[src/rtl/ls_queue_param_pkg.sv]
// Shared definitions for the load/store queue.
// - Opcode encodings for the memory ops (LB/LH/LW/LBU/LHU/SB/SH/SW).
// - Default width constants.
// - mem_wid byte codes.
// - FSM state type.
// - Small decode and saturating-add helpers.
// Optional build macro used by the queue: LSQ_PERF_CNT_EN.
package ls_queue_param_pkg;

    localparam int LSQ_OP_W  = 6;
    localparam int LSQ_ROB_W = 4;
    localparam int LSQ_XLEN  = 32;

    localparam logic [LSQ_OP_W-1:0] OP_LB  = 6'h01;
    localparam logic [LSQ_OP_W-1:0] OP_LH  = 6'h02;
    localparam logic [LSQ_OP_W-1:0] OP_LW  = 6'h03;
    localparam logic [LSQ_OP_W-1:0] OP_LBU = 6'h04;
    localparam logic [LSQ_OP_W-1:0] OP_LHU = 6'h05;
    localparam logic [LSQ_OP_W-1:0] OP_SB  = 6'h06;
    localparam logic [LSQ_OP_W-1:0] OP_SH  = 6'h07;
    localparam logic [LSQ_OP_W-1:0] OP_SW  = 6'h08;

    localparam logic [2:0] WID_B = 3'd1;
    localparam logic [2:0] WID_H = 3'd2;
    localparam logic [2:0] WID_W = 3'd4;

    typedef enum logic {
        LSQ_IDLE = 1'b0,
        LSQ_BUSY = 1'b1
    } lsq_state_e;

    function automatic logic op_is_store(input logic [LSQ_OP_W-1:0] op);
        return (op == OP_SB) || (op == OP_SH) || (op == OP_SW);
    endfunction

    function automatic logic op_is_load(input logic [LSQ_OP_W-1:0] op);
        return (op == OP_LB) || (op == OP_LH) || (op == OP_LW) ||
               (op == OP_LBU) || (op == OP_LHU);
    endfunction

    function automatic logic [2:0] op_wid(input logic [LSQ_OP_W-1:0] op);
        logic [2:0] w;
        case (op)
            OP_LB, OP_LBU, OP_SB: w = WID_B;
            OP_LH, OP_LHU, OP_SH: w = WID_H;
            default:              w = WID_W;
        endcase
        return w;
    endfunction

    function automatic logic [31:0] sat_add32(input logic [31:0] a, input logic [31:0] b);
        logic [32:0] s;
        s = {1'b0, a} + {1'b0, b};
        return s[32] ? 32'hFFFF_FFFF : s[31:0];
    endfunction

endpackage

[src/rtl/ls_queue_param_load_ext.sv]
// lsq_load_ext: combinational load-data extension.
// Ports:
//   op_i   - load opcode.
//   data_i - raw 32-bit memory word.
//   ext_o  - sign- or zero-extended result.
// LW and any non-load opcode pass the data through unchanged.
module lsq_load_ext
    import ls_queue_param_pkg::*;
(
    input  logic [LSQ_OP_W-1:0] op_i,
    input  logic [LSQ_XLEN-1:0] data_i,
    output logic [LSQ_XLEN-1:0] ext_o
);

    always_comb begin
        ext_o = data_i;
        case (op_i)
            OP_LB:   ext_o = {{24{data_i[7]}},  data_i[7:0]};
            OP_LH:   ext_o = {{16{data_i[15]}}, data_i[15:0]};
            OP_LBU:  ext_o = {24'd0, data_i[7:0]};
            OP_LHU:  ext_o = {16'd0, data_i[15:0]};
            default: ext_o = data_i;
        endcase
    end

endmodule

[src/rtl/ls_queue_param.sv]
// ls_queue_param: in-order load/store queue between the LS reservation
// station, the ROB and the memory controller.
//
// Ports:
//   clk, rst (sync, active high), rdy (global enable; low freezes everything)
//   Enqueue side: en_i, op_i, addr_i, data_i, id_i
//   ROB side:     commit_i, clr_i
//   Flags:        full_o, empty_o
//   Memory side:  mem_en_o, mem_rw_o, mem_wid_o, mem_addr_o, mem_data_o,
//                 mem_rdy_i, mem_data_i
//   CDB side:     cdb_en_o, cdb_id_o, cdb_data_o
//
// Build option:
//   `define LSQ_PERF_CNT_EN adds saturating counters perf_full_o,
//   perf_busy_o and perf_flush_o.
//
// Pointer layout:
// - head: oldest entry, not yet completed.
// - cmt:  first uncommitted entry.
// - tail: next free slot.
// The extra MSB on each pointer separates full from empty.
module ls_queue_param
    import ls_queue_param_pkg::*;
#(
    parameter int DEPTH       = 32,
    parameter int IDX_W       = 5,
    parameter int ROB_W       = LSQ_ROB_W,
    parameter int OP_W        = LSQ_OP_W,
    parameter int FULL_MARGIN = 2
) (
    input  logic             clk,
    input  logic             rst,
    input  logic             rdy,
    input  logic             clr_i,
    input  logic             commit_i,
    input  logic             en_i,
    input  logic [OP_W-1:0]  op_i,
    input  logic [31:0]      addr_i,
    input  logic [31:0]      data_i,
    input  logic [ROB_W-1:0] id_i,
    output logic             full_o,
    output logic             empty_o,
    output logic             mem_en_o,
    output logic             mem_rw_o,
    output logic [2:0]       mem_wid_o,
    output logic [31:0]      mem_addr_o,
    output logic [31:0]      mem_data_o,
    input  logic             mem_rdy_i,
    input  logic [31:0]      mem_data_i,
    output logic             cdb_en_o,
    output logic [ROB_W-1:0] cdb_id_o,
    output logic [31:0]      cdb_data_o
`ifdef LSQ_PERF_CNT_EN
    ,
    output logic [31:0]      perf_full_o,
    output logic [31:0]      perf_busy_o,
    output logic [31:0]      perf_flush_o
`endif
);

    localparam logic [IDX_W:0] PTR_DEPTH = (IDX_W+1)'(DEPTH);
    localparam logic [IDX_W:0] PTR_ONE   = (IDX_W+1)'(1);

    // Entry storage: written at tail; read at head when issuing.
    logic [OP_W-1:0]  op_mem   [DEPTH];
    logic [31:0]      addr_mem [DEPTH];
    logic [31:0]      data_mem [DEPTH];
    logic [ROB_W-1:0] id_mem   [DEPTH];

    logic [IDX_W:0] head_q, head_d, cmt_q, cmt_d, tail_q, tail_d;
    logic [IDX_W:0] count_q, count_d;
    logic           full_q, empty_q, full_d, empty_d;
    logic           enq_ok, done;

    lsq_state_e       state_q;
    logic             mem_en_q, mem_rw_q;
    logic [2:0]       mem_wid_q;
    logic [31:0]      mem_addr_q, mem_data_q;
    logic [OP_W-1:0]  busy_op_q;
    logic [ROB_W-1:0] busy_id_q;
    logic             cdb_en_q;
    logic [ROB_W-1:0] cdb_id_q;
    logic [31:0]      cdb_data_q;
    logic [31:0]      ext_data;

    logic [IDX_W-1:0] head_slot, tail_slot;
    logic [OP_W-1:0]  head_op;

    assign head_slot = head_q[IDX_W-1:0];
    assign tail_slot = tail_q[IDX_W-1:0];
    assign head_op   = op_mem[head_slot];
    assign count_q   = tail_q - head_q;

    // A flush in the same cycle wins over enqueue.
    assign enq_ok = en_i && !clr_i && (count_q != PTR_DEPTH);
    assign done   = (state_q == LSQ_BUSY) && mem_rdy_i;

    always_comb begin
        head_d = head_q;
        if (done) head_d = head_q + PTR_ONE;

        cmt_d = cmt_q;
        if (commit_i && (cmt_q != tail_q)) cmt_d = cmt_q + PTR_ONE;

        // Flush drops everything past this cycle's commit point.
        tail_d = tail_q;
        if (clr_i)       tail_d = cmt_d;
        else if (enq_ok) tail_d = tail_q + PTR_ONE;

        count_d = tail_d - head_d;
        full_d  = (DEPTH - int'(count_d)) <= FULL_MARGIN;
        empty_d = (count_d == '0);
    end

    always_ff @(posedge clk) begin
        if (rst) begin
            head_q  <= '0;
            cmt_q   <= '0;
            tail_q  <= '0;
            full_q  <= 1'b0;
            empty_q <= 1'b1;
        end else if (rdy) begin
            head_q  <= head_d;
            cmt_q   <= cmt_d;
            tail_q  <= tail_d;
            full_q  <= full_d;
            empty_q <= empty_d;
        end
    end

    always_ff @(posedge clk) begin
        if (rdy && !rst && enq_ok) begin
            op_mem[tail_slot]   <= op_i;
            addr_mem[tail_slot] <= addr_i;
            data_mem[tail_slot] <= data_i;
            id_mem[tail_slot]   <= id_i;
        end
    end

    // Overflow indicates an upstream bug: the source ignored full_o.
    always_ff @(posedge clk) begin
        if (!rst && rdy && en_i && !clr_i) begin
            assert (count_q != PTR_DEPTH);
        end
    end

    lsq_load_ext u_ext (
        .op_i   (busy_op_q),
        .data_i (mem_data_i),
        .ext_o  (ext_data)
    );

    // Issue FSM.
    // - The op and id are latched at issue, so completion doesn't depend
    //   on the storage read.
    // - The request is held in the registered mem_* outputs.
    always_ff @(posedge clk) begin
        if (rst) begin
            state_q    <= LSQ_IDLE;
            mem_en_q   <= 1'b0;
            mem_rw_q   <= 1'b0;
            mem_wid_q  <= 3'd0;
            mem_addr_q <= 32'd0;
            mem_data_q <= 32'd0;
            busy_op_q  <= '0;
            busy_id_q  <= '0;
            cdb_en_q   <= 1'b0;
            cdb_id_q   <= '0;
            cdb_data_q <= 32'd0;
        end else if (rdy) begin
            cdb_en_q <= 1'b0;
            case (state_q)
                LSQ_IDLE: begin
                    if (head_q != cmt_q) begin
                        state_q    <= LSQ_BUSY;
                        mem_en_q   <= 1'b1;
                        mem_rw_q   <= op_is_store(head_op);
                        mem_wid_q  <= op_wid(head_op);
                        mem_addr_q <= addr_mem[head_slot];
                        mem_data_q <= data_mem[head_slot];
                        busy_op_q  <= head_op;
                        busy_id_q  <= id_mem[head_slot];
                    end
                end
                LSQ_BUSY: begin
                    if (mem_rdy_i) begin
                        state_q  <= LSQ_IDLE;
                        mem_en_q <= 1'b0;
                        if (op_is_load(busy_op_q)) begin
                            cdb_en_q   <= 1'b1;
                            cdb_id_q   <= busy_id_q;
                            cdb_data_q <= ext_data;
                        end
                    end
                end
                default: state_q <= LSQ_IDLE;
            endcase
        end
    end

`ifdef LSQ_PERF_CNT_EN
    logic [31:0]    perf_full_q, perf_busy_q, perf_flush_q;
    logic [IDX_W:0] flushed;

    assign flushed = tail_q - cmt_d;

    always_ff @(posedge clk) begin
        if (rst) begin
            perf_full_q  <= 32'd0;
            perf_busy_q  <= 32'd0;
            perf_flush_q <= 32'd0;
        end else if (rdy) begin
            if (full_q)               perf_full_q  <= sat_add32(perf_full_q, 32'd1);
            if (state_q == LSQ_BUSY)  perf_busy_q  <= sat_add32(perf_busy_q, 32'd1);
            if (clr_i)                perf_flush_q <= sat_add32(perf_flush_q, 32'(flushed));
        end
    end

    assign perf_full_o  = perf_full_q;
    assign perf_busy_o  = perf_busy_q;
    assign perf_flush_o = perf_flush_q;
`endif

    assign full_o     = full_q;
    assign empty_o    = empty_q;
    assign mem_en_o   = mem_en_q;
    assign mem_rw_o   = mem_rw_q;
    assign mem_wid_o  = mem_wid_q;
    assign mem_addr_o = mem_addr_q;
    assign mem_data_o = mem_data_q;
    assign cdb_en_o   = cdb_en_q;
    assign cdb_id_o   = cdb_id_q;
    assign cdb_data_o = cdb_data_q;

endmodule
[config.mk]
export PLATFORM = sky130hd
export DESIGN_NAME = ls_queue_param
export DESIGN_NICKNAME = d
export VERILOG_FILES = /design/src/rtl/ls_queue_param_pkg.sv /design/src/rtl/ls_queue_param_load_ext.sv /design/src/rtl/ls_queue_param.sv
export SDC_FILE = /design/constraint.sdc
export NUM_CORES = 2
export LEC_CHECK = 0
export ABC_AREA = 0
export CORE_ASPECT_RATIO = 0.7
export CORE_MARGIN = 5
export CORE_UTILIZATION = 65
export DETAILED_ROUTE_END_ITERATION = 12
export GPL_TIMING_DRIVEN = 0
export PLACE_DENSITY = 0.83
export SLEW_MARGIN = 40
export SYNTH_ARGS = -nofsm -noshare
export SYNTH_HDL_FRONTEND = slang
export SYNTH_SLANG_ARGS = --single-unit
[constraint.sdc]
create_clock -name clk -period 23.9 [get_ports clk]
set_input_delay 7.17 -clock clk [delete_from_list [all_inputs] [get_ports clk]]
set_output_delay 7.17 -clock clk [all_outputs]
set_load 0.03 [all_outputs]
* Yosys cells after proc, flatten, opt, wreduce, memory -nomap -nowiden
Memories as Yosys holds them, arrays and structs flattened. A register that Yosys moved wholly into a read port is not among the register bits.
Index checks and enable logic that the tools add are counted.
** Word-level totals
- Flip-flop bits (word level) :: 69
- RAM bits :: 2368
- Bits of input ports :: 113
- Output and inout port bits :: 108
- Word-level logic and storage cells :: 81
- Memories :: 4
** Cells by class
- $add $sub $neg :: 6
- Magnitude comparators :: 1
- Equality and inequality tests :: 17
- Mux-type cells :: 19
- Bitwise logic cells :: 1
- Reduce and logical (&&, ||, !) cells :: 20
** Memory list
- addr_mem :: depth 32, bits a word 32, read ports 1, clocked after memory_dff 1, wr ports 1, RTL line ls_queue_param.sv:66 : logic [31:0] addr_mem [DEPTH];
- data_mem :: depth 32, bits a word 32, read ports 1, clocked after memory_dff 1, wr ports 1, RTL line ls_queue_param.sv:67 : logic [31:0] data_mem [DEPTH];
- op_mem :: depth 32, bits a word 6, read ports 1, clocked after memory_dff 1, wr ports 1, RTL line ls_queue_param.sv:65 : logic [OP_W-1:0] op_mem [DEPTH];
- id_mem :: depth 32, bits a word 4, read ports 1, clocked after memory_dff 1, wr ports 1, RTL line ls_queue_param.sv:68 : logic [ROB_W-1:0] id_mem [DEPTH];
** Operators by type and width (count)
- 32-bit one-hot mux with 4 select lines :: 1
- 6-bit by 3-bit equality test with 1-bit output, second input constant :: 6
- 6-bit two-way mux :: 4
- 6-bit by 1-bit adder with 6-bit output, second input constant :: 3
- 6-bit by 2-bit equality test with 1-bit output, second input constant :: 3
- 6-bit by 1-bit equality test with 1-bit output, second input constant :: 2
- 6-bit != test :: 2
- 6-bit subtractor :: 2
- 5-bit two-way mux :: 2
- 1-bit two-way mux :: 9
- 7-bit by 3-bit <= comparator with 1-bit output, second input constant :: 1
- 6-bit by 6-bit subtractor with 7-bit output, first input constant :: 1
- 6-bit by 4-bit equality test with 1-bit output, second input constant :: 1
- 1-bit logical AND :: 6
- 6-bit zero test :: 1
- 1-bit logical OR :: 6
- 6-bit != test, second input constant :: 1
- 3-bit one-hot mux with 2 select lines :: 1
- 3-bit AND reduction :: 2
- 3-bit OR reduction :: 2
- 2-bit != test, second input constant :: 2
- 1-bit one-hot mux with 2 select lines :: 2
- 4-bit AND reduction :: 1
- 1-bit zero test :: 2
- 1-bit inverter :: 1

* Longest topological paths before layout
- Word-level depth :: 8
- Mapped depth :: 22
- Mapped depth without buffers :: 19

* By module
A second synthesis with hierarchy kept.
** Second synthesis, totals
- Cells, all modules :: 4335
- Area, all modules :: 96067.1 µm²
** Modules (own cells, without submodules)
- ls_queue_param :: times used 1, cells an instance 4279, area each 95636.7 µm²
- lsq_load_ext :: times used 1, cells an instance 56, area each 430.4 µm²

* Worst setup path before layout
Ideal clock, no wire load.
- Path kind :: input port to flip-flop
- Start point :: input rdy
- End point :: memory addr_mem[26][0] (enable)
- Library setup time :: 0.597 ns
- Arrival :: 13.008 ns
- Required time :: 23.303 ns
- Slack :: 10.295 ns
- Cell stages on the path :: 5
- Path buffers :: 1
- Path through :: buf_2 -> nand2_1 -> nor3_1 -> nand2_1 -> nor3_1
** On the way
- Longest elaborated chain between the ends :: 4
** RTL lines
- from (decl) :: RTL line ls_queue_param.sv:33 : input logic rdy,
- 1-bit logical AND
- 1-bit logical AND :: RTL line ls_queue_param.sv:132 : if (rdy && !rst && enq_ok) begin
- 1-bit two-way mux :: RTL line ls_queue_param.sv:132
- 1-bit two-way mux (not written as such) :: RTL line ls_queue_param.sv:134 : addr_mem[tail_slot] <= addr_i;
- to (decl) :: RTL line ls_queue_param.sv:66
No other way between the ends.

* Worst setup path after layout
- Start point :: input en_i
- End point :: memory addr_mem[26][29] (enable)
** On the way
- Longest elaborated chain between the ends :: 5
** RTL lines
- from (decl) :: RTL line ls_queue_param.sv:36 : input logic en_i,
- 1-bit logical AND (2 in a row) :: RTL line ls_queue_param.sv:95 : assign enq_ok = en_i && !clr_i && (count_q != PTR_DEPTH);
- 1-bit logical AND :: RTL line ls_queue_param.sv:132
- 1-bit two-way mux :: RTL line ls_queue_param.sv:132
- 1-bit two-way mux (not written as such) :: RTL line ls_queue_param.sv:134
No other way between the ends.

==> metrics.md <==
| Metric | Value |
|---|---|
| Status | completed |
| Headroom to the max-slew limit | 31.7% |
| Die ar. | 0.155 sq mm |
| Post-synthesis cell count | 4205 |
| Ys flop type | edfxtp_1 |
| Final hold violation count | 0 |
| Layout Area Growth over Synthesis | 16.5% |
| Syn_nets | 4337 |
| Min-Delay Path Class | reg -> reg |
| Worst EP arrival | 11.55 ns |
| PostCTS Resize Cnt | 0 |
| Worst skew pair latency | 0.90 ns |
| Synth top area cells | edfxtp_1, mux4_2, dfxtp_1 |
| GR Util met2 | 58.9% |
| Vias in the first global route | 54600 |
| CP Max Fanout | 8 |
| Pwr dens | 77.4 mW/mm^2 |
| Num CTS Buffers | 212 |
| Mean routed wirelength per cell | 44.1 um |
| Highest Clock Rate | 91.0 MHz |
| Mean Syn Cell Area | 22.7 sq um |
| CTS tree | yes |
| Global route overflow | 0 |
| Fin worst setup slack | 12.92 ns |
| Final Slew Violations | 0 |
| Hold buffer count at CTS | 0 |
| CP startpoint kind | primary input |
| Initial Utilization | 65.6% |
| RSZ-0062 raised after global routing | false |
| Clk slew on worst S/H paths | 0.06 ns |
| Synthesized area | 0.0955 sq mm |
| Antenna violations before repair | 31 |
| EDFF count, synth | 2368 |
| CTS sink count | 2510 |
| Post-Place Setup Slack | 12.55 ns |
| Residual DRC count | 0 |
| Req. time, crit path | 24.47 ns |
| Yosys reg bits | 2510 |
| Total GRT Usage | 39.1% |
| Setup CP Type | in -> reg |
| Die height | 331 um |
| Met1 global-route usage | 51.6% |
| Yosys top cell by area | edfxtp_1 |
| Final TNS setup | 0 ns |
| RePlAce Congestion | 0.873 |
| H-Tree Depth | 4 |
| Peak supply drop | 96.0 uV |
| Post-route clock period utilization | 46.0% |
| CTS Root Cell | clkbuf_16 |
| Actual slew at the worst max-slew pin | 1.02 ns |
| Routed via count | 54600 |
| Worst Clk Skew | 0.0334 ns |
| Area share of the largest cell type after synthesis | 74.4% |
| Sequential element share of the synthesized area | 77.4% |
| 1st-pass router iterations | 8 |
| Chip width | 468 um |
| Iter 0 DRT Violations | 12000 |
| Largest net degree at the start of global routing | 33 |
| P_leak | 34.6 nW |
| Vias/cell | 7.73 |
| IO Pins | 221 |
| Clock Tree Buf Depth | 3 |
| Warnings, synthesis | 0 |
| Input/output buffers | 219 |
| Core area | 0.146 sq mm |
| Global Route met3 Usage | 13.4% |
| Layout cell share with drive strength beyond 1 | 30.9% |
| Min cycle time layout | 10.99 ns |
| HPWL after DPL | 178000 um |
| Drt total wl | 311000 um |
| First-pass GRT wire length | 416000 um |
| Asr flop ratio synth | 0% |
| GRT Max-Usage Layer | met2 |
| Final Core Density | 76.4% |
| ANT nets after route | 0 |
| Endpoint type of the worst setup path | register |
| Fin nets | 5018 |
| Max cap viols | 0 |
| Finish-stage setup viols | 0 |
| Power, Total | 8.61 mW |
| Postcts setup bufs | 0 |
| Rows | 117 |
| Count of cell types in the netlist | 59 |
==> per-stage QoR <==
stage	cells	cell area (sq um)	hold WS [ns]
after CTS	7034	111000	0.465
after floorplan	4205	95500	0.432
after detailed placement	6635	104000	0.454
final	7059	111000	0.465
after global routing	7048	111000	0.486
after global placement	6387	100000	0.443
==> routing by layer <==
metal	vias up	wire length, um
li1	19100	-
met3	1503	53700
met1	27200	92000
met4	8	22800
met5	-	68
met2	6777	142000
==> logic make-up (layout without fill, tap and decap cells) <==
kind of cell,Yosys count,after routing,share of synthesized area (%)
other cells,0,25,0
fa+ha+maj,19,19,0.257
mux,753,753,17.5
buf+inv,254,1120,1.11
simple gates,419,419,1.78
xor+xnor,46,46,0.422
flops,2510,2510,77.4
compound gates,204,204,1.48
==> final cells by class <==
cell class	instances	area, sq um
Clock inverter	118	1110
Clock buffer	281	5740
Inverter	17	63.8
Timing Repair Buffer	467	6020
Fill cell	6802	34400
Multi-Input combinational cell	1441	20800
Tap cell	1963	2460
Buffer	237	1110
Antenna cell	25	62.6
Sequential cell	2510	74000
==> sequential cells by signal, summed over array words and instances, names as in the netlist, 3 cells and up, named ones only <==
| register | flops |
|---|---|
| data_mem | 1024 |
| mem_addr_o | 32 |
| op_mem | 192 |
| busy_id_q | 4 |
| tail_q | 6 |
| mem_wid_o | 3 |
| head_q | 6 |
| cmt_q | 6 |
| cdb_data_o | 32 |
| busy_op_q | 6 |
| id_mem | 128 |
| mem_data_o | 32 |
| addr_mem | 1024 |
| cdb_id_o | 4 |
==> where the power goes <==
group | internal (mW) | total (mW) | switching, mW
sequential | 4.81 | 4.83 | 0.0130
clock | 1.87 | 3.58 | 1.71
combinational | 0.0609 | 0.208 | 0.147
total | 6.74 | 8.61 | 1.86
==> cell usage in the layout (no fill, tap or decap), types with 16 or more instances in the layout <==
| cell | instances |
|---|---|
| diode_2 | 25 |
| xnor2_1 | 30 |
| nor3_1 | 17 |
| clkbuf_1 | 116 |
| a311oi_1 | 70 |
| nor2_4 | 28 |
| clkinv_1 | 41 |
| buf_16 | 81 |
| edfxtp_1 | 2368 |
| buf_2 | 175 |
| clkbuf_2 | 79 |
| ha_1 | 18 |
| mux4_2 | 736 |
| clkbuf_16 | 212 |
| bufinv_16 | 16 |
| clkdlybuf4s50_1 | 145 |
| nor2_1 | 127 |
| a21oi_1 | 54 |
| buf_8 | 100 |
| o21ai_0 | 36 |
| clkbuf_8 | 17 |
| nand2_1 | 199 |
| buf_4 | 39 |
| clkinv_2 | 38 |
| xor2_1 | 16 |
| dfxtp_1 | 142 |
==> critical path: stages <==
cell and delay (ns):
clkdlybuf4s50_1 0.66, nand2_1 0.23, nor3_1 0.82, nand2_1 0.72, nor3_2 0.45, buf_4 0.25
buf_4 0.20, buf_2 0.20, buf_4 0.24, buf_2 0.31, buf_2 0.27
==> synthesized netlist by cell type, drive strengths merged, types with 2 or more instances <==
library cell  count
edfxtp         2368
mux4            736
nand2           199
nor2            155
dfxtp           142
clkbuf          135
buf             102
a311oi           71
a21oi            54
o21ai            41
xnor2            30
nor3             21
ha               18
inv              16
xor2             16
mux2i            15
nand3            12
o31ai             8
nand4             7
or3               6
nor2b             5
a22oi             4
o21a              4
a21o              3
a31oi             3
nor4              3
a211oi            2
and2              2
mux2              2
nand2b            2
nand3b            2
o211ai            2
or2               2
==> worst paths after layout <==
| path | startpoint | to | slack, ns | depth (start not counted) |
|---|---|---|---|---|
| max reg2reg | head_q[2] | addr_mem[26][29] | 15.88 | 19 |
| min reg2reg | cdb_data_o[0] | cdb_data_o[0] | 0.47 | 2 |
| min | cdb_data_o[0] | cdb_data_o[0] | 0.47 | 2 |
| max | en_i | addr_mem[26][29] | 12.92 | 11 |
Note: power is estimated with default switching activity, not from simulation.
